--- config.mk ---
export PLATFORM = sky130hd
export DESIGN_NAME = vga_timing_gen
export DESIGN_NICKNAME = d
export VERILOG_FILES = /design/src/rtl/vga_timing_gen.sv
export SDC_FILE = /design/constraint.sdc
export NUM_CORES = 1
export LEC_CHECK = 0
export ABC_AREA = 1
export BUFFER_PORTS_ARGS = -buffer_cell sky130_fd_sc_hd__buf_2
export CAP_MARGIN = 20
export CORE_ASPECT_RATIO = 0.6
export CORE_MARGIN = 2
export CORE_UTILIZATION = 53
export CTS_CLUSTER_SIZE = 25
export DETAILED_ROUTE_END_ITERATION = 8
export HOLD_SLACK_MARGIN = 0.03
export PLACE_DENSITY = 0.76
export SKIP_LAST_GASP = 1
export SLEW_MARGIN = 20
export SYNTH_ARGS = -nofsm -noshare
export SYNTH_HDL_FRONTEND = slang
export SYNTH_SLANG_ARGS = --single-unit
--- constraint.sdc ---
create_clock -name clk -period 3 [get_ports clk]
set_clock_uncertainty 0.2 [all_clocks]
set_input_delay 0.3 -clock clk [delete_from_list [all_inputs] [get_ports clk]]
set_output_delay 0.3 -clock clk [all_outputs]
set_load 0.005 [all_outputs]
--- src/rtl/vga_timing_gen.sv ---
// VGA raster timing generator: pixel-rate prescaler, h/v position counters,
// registered sync/visible decode, line/frame start pulses and a frame counter.
module vga_timing_gen #(
    parameter int H_ACTIVE = 640,
    parameter int H_FP     = 16,
    parameter int H_SYNC   = 96,
    parameter int H_BP     = 48,
    parameter int V_ACTIVE = 480,
    parameter int V_FP     = 10,
    parameter int V_SYNC   = 2,
    parameter int V_BP     = 33,
    parameter bit HS_POL   = 1'b0,
    parameter bit VS_POL   = 1'b0,
    parameter int CLK_DIV  = 2,
    parameter int CW       = 10,
    parameter int FCW      = 16
) (
    input  logic           clk,
    input  logic           rst,
    input  logic           en,
    output logic           pxl_tick,
    output logic           hsync,
    output logic           vsync,
    output logic [CW-1:0]  hpos,
    output logic [CW-1:0]  vpos,
    output logic           pxl_en,
    output logic           line_start,
    output logic           frame_start,
    output logic [FCW-1:0] frame_cnt
);

    localparam int H_TOTAL = H_ACTIVE + H_FP + H_SYNC + H_BP;
    localparam int V_TOTAL = V_ACTIVE + V_FP + V_SYNC + V_BP;
    localparam int DW      = (CLK_DIV > 1) ? $clog2(CLK_DIV) : 1;

    localparam logic [DW-1:0] DIV_MAX  = DW'(CLK_DIV - 1);
    localparam logic [CW-1:0] H_LAST   = CW'(H_TOTAL - 1);
    localparam logic [CW-1:0] V_LAST   = CW'(V_TOTAL - 1);
    localparam logic [CW-1:0] H_VIS    = CW'(H_ACTIVE);
    localparam logic [CW-1:0] V_VIS    = CW'(V_ACTIVE);
    localparam logic [CW-1:0] HS_START = CW'(H_ACTIVE + H_FP);
    localparam logic [CW-1:0] HS_END   = CW'(H_ACTIVE + H_FP + H_SYNC);
    localparam logic [CW-1:0] VS_START = CW'(V_ACTIVE + V_FP);
    localparam logic [CW-1:0] VS_END   = CW'(V_ACTIVE + V_FP + V_SYNC);

    if (CLK_DIV < 1) begin : g_bad_div
        $error("vga_timing_gen: CLK_DIV must be at least 1");
    end
    if (H_TOTAL >= 2 ** CW) begin : g_bad_h
        $error("vga_timing_gen: H_TOTAL does not fit in CW bits");
    end
    if (V_TOTAL >= 2 ** CW) begin : g_bad_v
        $error("vga_timing_gen: V_TOTAL does not fit in CW bits");
    end

    logic [DW-1:0] div_cnt;
    logic [CW-1:0] h_next;
    logic [CW-1:0] v_next;
    logic          line_q;
    logic          frame_q;

    assign pxl_tick = en && (div_cnt == DIV_MAX);

    // Decode is computed from the next position so the registered outputs
    // always describe the hpos/vpos they are presented alongside.
    always_comb begin
        h_next = hpos;
        v_next = vpos;
        if (pxl_tick) begin
            if (hpos == H_LAST) begin
                h_next = '0;
                v_next = (vpos == V_LAST) ? '0 : vpos + CW'(1);
            end else begin
                h_next = hpos + CW'(1);
            end
        end
    end

    always_ff @(posedge clk) begin
        if (rst) begin
            div_cnt   <= '0;
            hpos      <= H_LAST;
            vpos      <= V_LAST;
            pxl_en    <= 1'b0;
            hsync     <= ~HS_POL;
            vsync     <= ~VS_POL;
            line_q    <= 1'b0;
            frame_q   <= 1'b0;
            frame_cnt <= '0;
        end else if (en) begin
            div_cnt <= (div_cnt == DIV_MAX) ? '0 : div_cnt + DW'(1);
            hpos    <= h_next;
            vpos    <= v_next;
            pxl_en  <= (h_next < H_VIS) && (v_next < V_VIS);
            hsync   <= ((h_next >= HS_START) && (h_next < HS_END)) ? HS_POL : ~HS_POL;
            vsync   <= ((v_next >= VS_START) && (v_next < VS_END)) ? VS_POL : ~VS_POL;
            line_q  <= pxl_tick && (h_next == '0);
            frame_q <= pxl_tick && (h_next == '0) && (v_next == '0);
            if (pxl_tick && (h_next == '0) && (v_next == '0)) begin
                frame_cnt <= frame_cnt + FCW'(1);
            end
        end else begin
            line_q  <= 1'b0;
            frame_q <= 1'b0;
        end
    end

    // Pulses are suppressed while frozen so they never straddle a pause.
    assign line_start  = line_q && en;
    assign frame_start = frame_q && en;

endmodule

-- Yosys cells after proc, flatten, opt, wreduce, memory -nomap -nowiden
Cells that the tools add are included.
- reduce and logical (&&, ||, !) cells: 12
- $lt $le $gt $ge: 6
- add/sub/neg operators: 4
- equal/unequal tests: 2
- bitwise gates (word level): 1
- mux-type cells: 8
- operators by type and width (kind ; number):
    10-bit 2-to-1 mux ; 5
    10-bit by 1-bit adder with 10-bit output (second input constant) ; 2
    10-bit equality test (second input constant) ; 2
    10-bit zero test ; 2
    10-bit < comparator (second input constant) ; 2
    10-bit by 9-bit < comparator with 1-bit output (second input constant) ; 2
    16-bit by 1-bit adder with 16-bit output (second input constant) ; 1
    10-bit greater-or-equal comparator (second input constant) ; 1
    10-bit by 9-bit greater-or-equal comparator with 1-bit output (second input constant) ; 1
    1-bit logical AND ; 8
    1-bit 2-to-1 mux ; 3
    2-bit AND reduction ; 1
    2-bit OR reduction ; 1
    1-bit adder (second input constant) ; 1
    1-bit inverter ; 1
- word-level logic and storage cells: 42
- bits in registers: 42
- input port bits: 3

-- Longest topological paths before layout
- depth after elaboration: 7
- depth in mapped cells: 18

-- Worst setup path before layout
OpenSTA, ideal clock, no wires.
- path kind: reg2reg
- start point: register hpos[0]
- end point: register frame_cnt[2]
- setup slack: 0.646 ns
- arrival time: 2.022 ns
- stages on the path, launching flop included: 16
- path buffers: 1
- setup time: 0.132 ns
- period minus slack after synthesis: 2.354 ns
- required time: 2.668 ns
- path through: dfxtp_1 ha_1 nand2_1 nor2_4 inv_2 nor2_8 nand2_4 nand3_1 nand2_1 nor2_2 nand3_2 nor2_4 nand2_2 buf_6 nand2_1 a21oi_1
- cells in the longest elaborated chain, start to end: 7
- elaborated cells between the ends (all ways): 11
- ends and longest elaborated chain (item ; RTL line ; RTL):
    from (decl) ; 24 ; output logic [CW-1:0] hpos,
    from (signal assigned) ; 92 ; hpos <= h_next;
    10-bit by 1-bit adder with 10-bit output or 10-bit equality test (tied branches) ; 74, 70 ;
    10-bit 2-to-1 mux ; 70 ; if (hpos == H_LAST) begin
    10-bit 2-to-1 mux ; 69 ; if (pxl_tick) begin
    10-bit zero test ; 99 ; if (pxl_tick && (h_next == '0) && (v_next == '0)) begin
    1-bit logical AND ; 99 ;
    1-bit logical AND * ; 99 ;
    2-bit AND reduction (no line) * ; -- ;
    to (signal assigned) ; 100 ; frame_cnt <= frame_cnt + FCW'(1);
    to (decl) ; 29 ; output logic [FCW-1:0] frame_cnt
Every way passes the cells marked *; elsewhere a longest branch is shown, timed or not.
A chain may end at the register's enable or synchronous reset.

-- Worst setup path after layout
- start point: register hpos[0]
- end point: register frame_cnt[7]
The elaborated chain is that of the path after synthesis.

==> flow_metrics.py <==
metrics = {
    "sta": {
        "hold_viol": 0,
        "relSlewSlack_pct": 60.8,
        "post-route-period-util_pct": 90.5,
        "slew_viol_final": 0,
        "tightest_slew_ns": 0.587,
        "max_clock_freq_mhz": 368,
        "rsz0062_at_grt": "no",
        "holdWs_ns": 0.154,
        "min_period_ns": 2.72,
        "fin_setup_tns_ns": 0,
        "finalSetupViolations": 0,
    },
    "layout": {
        "drive_above_1_share_pct": 17.0,
        "syn_to_final_growth_pct": 13.0,
        "layout_common_cells": "130 x nand2_1, 45 x nor2_1, 44 x buf_2, 42 x dfxtp_1, 40 x nand3_1",
        "fin_nets": 449,
        "stdcell_count": 505,
        "diodes": 0,
        "mostFrequentLayoutCell": "nand2_1",
    },
    "synthesis": {
        "yosysTopAreaCell": "dfxtp_1",
        "yosys-top-cells-area": "dfxtp_1 33%, nand2_1 19%, nand3_1 7.8%",
        "yosysSeqAreaShare_pct": 32.8,
        "synth.avg_cell_area_um2": 6.44,
        "yosys_warnings": 0,
        "syn_nets": 405,
        "synth_cell_types": 31,
        "synth_flop_cell": "dfxtp_1",
        "synth_edf_count": 0,
        "synth_top_area_share_pct": 32.8,
        "synth-seq-cells": 42,
        "async_flop_share_pct": 0,
        "synth_cells": 398,
        "mappedNetlistArea_mm2": 0.00256,
    },
    "setup_path": {
        "ff2ff_setup_slack_ns": 0.28,
        "worstReg2RegEnd": "frame_cnt[7]$_SDFFE_PP0P_",
        "critical_path_required_ns": 2.95,
        "max_stage_delay_ns": 0.41,
        "worstSetupPathType": "flop to flop",
        "cp-start-kind": "flop",
        "r2r_cells": 16,
        "crit_fanout": 16,
        "cpMostUsedCell": "nand2_1",
        "slowest_stage": "dfxtp_1",
        "worst_setup_path_end_kind": "flop",
        "cp.arrival_ns": 2.67,
        "r2r_start": "hpos[0]$_SDFFE_PP1P_",
        "cp_cell_sequence": "ha_1 > nand2_1 > nor2_4 > inv_2 > nor2_8 > nand2_1 > nand2_1 > nand2_1 > nand2_1 > nand2_1 > inv_2 > nand2_1 > nor2_4 > nand2_2 > nand2_1 > a21oi_1",
    },
    "clocking": {
        "path_clk_slew_ns": 0.08,
        "clkSinkCount": 42,
        "cts_root_buf": "clkbuf_8",
        "numCtsBuffers": 5,
        "cts_htree_levels": 2,
        "clk_latency_ns": 0.29,
        "post-cts-setup-buffer-count": 0,
        "holdBufCountCts": 0,
        "max-clock-path-buffers": 2,
        "cts-resized-gates": 0,
        "cts_tree": "yes",
    },
    "job": {
        "drv_cap": 0,
    },
    "floorplan": {
        "fp-row-count": 19,
        "fp.dieArea_mm2": 0.00543,
        "die_h_um": 57.9,
        "start_util_pct": 55.6,
        "die_w_um": 93.8,
        "core_area_mm2": 0.00461,
        "top_level_ports": 45,
    },
    "min_path": {
        "worstHoldEndpoint": "hsync$_SDFFE_PP1P_",
        "min_from": "en",
        "hp-class": "input pin to flop",
        "worstHoldPathCells": 3,
    },
    "power_and_ir_drop": {
        "p_leak_uw": 0.00139,
        "ir_drop_mv": 0.352,
        "power_density_mw_per_mm2": 407,
    },
    "routing": {
        "drt.antenna.violating_nets": 0,
        "dr.pass1.iters": 6,
        "vias": 2714,
        "first_iter_violations": 305,
        "drcViolationCount": 0,
        "viasPerCell": 5.37,
        "wl_per_cell_um": 13.1,
        "wl_um": 6640,
    },
    "placed_design": {
        "place_congestion": 0.978,
        "dp.cells": 498,
        "dp_hpwl_um": 5000,
        "port_buffers": 44,
    },
    "global_routing": {
        "grt.total_usage_pct": 25.2,
        "antenna_found_initial": 0,
        "grt_pass1_wl_um": 10900,
        "first_global_vias": 2238,
        "overflow": 0,
        "grt_max_degree": 31,
    },
    "status": {
        "outcome": "complete, no violations",
    },
}
==> Yosys cell counts (2+ instances only) <==
master / count
nand3b_1: 2
buf_6: 3
nor3_1: 11
nor2_4: 4
a21oi_1: 20
nand2_2: 4
xor2_1: 11
nor2_2: 3
clkbuf_1: 4
nand3_1: 40
inv_1: 32
nand2_1: 130
dfxtp_1: 42
nor4_1: 2
o21ai_0: 3
nand4_1: 15
nor2_1: 45
inv_2: 6
ha_1: 4
buf_2: 2
xnor2_1: 5
==> area by class of cell <==
class                           count  area [um2]
Clock buffer                        5        68.8
Clock inverter                      2        10.0
Fill cell                         434        1710
Inverter                           39         149
Multi-Input combinational cell    307        1510
Sequential cell                    42         841
Tap cell                           63        78.8
Timing Repair Buffer               47         243
==> critical path, delay by kind of cell (launching register included) <==
| kind | cells | cell delay (ns) |
|---|---|---|
| and+or+nand+nor | 12 | 1.56 |
| DFF | 1 | 0.41 |
| adders and majority gates | 1 | 0.21 |
| buffers and inverters | 2 | 0.13 |
| AOI/OAI and AO/OA | 1 | 0.06 |
==> stage by stage <==
| step | instance area (um2) | worst slack, ns | utilization (%) | total power (uW) |
|---|---|---|---|---|
| 2_1_floorplan | 2560 | 0.646 | - | 774 |
| 3_3_place_gp | 2820 | 0.329 | 61.1 | 830 |
| 3_5_place_dp | 2820 | 0.315 | 61.1 | 832 |
| 4_1_cts | 2900 | 0.296 | 62.8 | 1170 |
| 5_1_grt | 2900 | 0.0124 | 62.8 | 1230 |
| 6_report | 2900 | 0.285 | 62.8 | 1180 |
==> registers in the layout, summed over array words and instances (netlist names) <==
name / count
div_cnt: 1
vsync: 1
frame_q: 1
hsync: 1
pxl_en: 1
frame_cnt: 16
vpos: 10
hpos: 10
line_q: 1
==> power by group <==
| group | internal [uW] | total (uW) | switching [uW] |
|---|---|---|---|
| clock | 157 | 354 | 198 |
| combinational | 73.5 | 233 | 159 |
| sequential | 573 | 591 | 18.6 |
==> how the worst max path moves through the flow <==
stage                          from                   endpoint  slack [ns]
2_1_floorplan  hpos[0]$_SDFFE_PP1P_  frame_cnt[2]$_SDFFE_PP0P_        0.65
3_3_place_gp                     en  frame_cnt[1]$_SDFFE_PP0P_        0.33
3_5_place_dp   hpos[0]$_SDFFE_PP1P_  frame_cnt[4]$_SDFFE_PP0P_        0.31
4_1_cts        hpos[0]$_SDFFE_PP1P_  frame_cnt[7]$_SDFFE_PP0P_        0.30
5_1_grt        hpos[0]$_SDFFE_PP1P_  frame_cnt[4]$_SDFFE_PP0P_        0.01
6_report       hpos[0]$_SDFFE_PP1P_  frame_cnt[7]$_SDFFE_PP0P_        0.28
==> kinds of logic (layout without fill, tap and decap cells) <==
logic type / after synthesis / in the layout / share of synthesized area [%]
and+or+nand+nor: 260 / 260 / 45.7
adders and majority gates: 4 / 4 / 1.95
buffers and inverters: 49 / 93 / 8.39
DFF: 42 / 42 / 32.8
AOI/OAI and AO/OA: 27 / 27 / 5.71
xor gates and xnor gates: 16 / 16 / 5.47
==> layer usage <==
metal | vias up | GRT usage, % | wire length [um]
li1 | 1365 | - | -
met5 | - | 0 | 0
met1 | 1198 | 42.3 | 3360
met2 | 145 | 32.3 | 2550
met3 | 6 | 6.63 | 693
met4 | 0 | 2.48 | 31
Note: power is estimated with default switching activity, not from simulation.
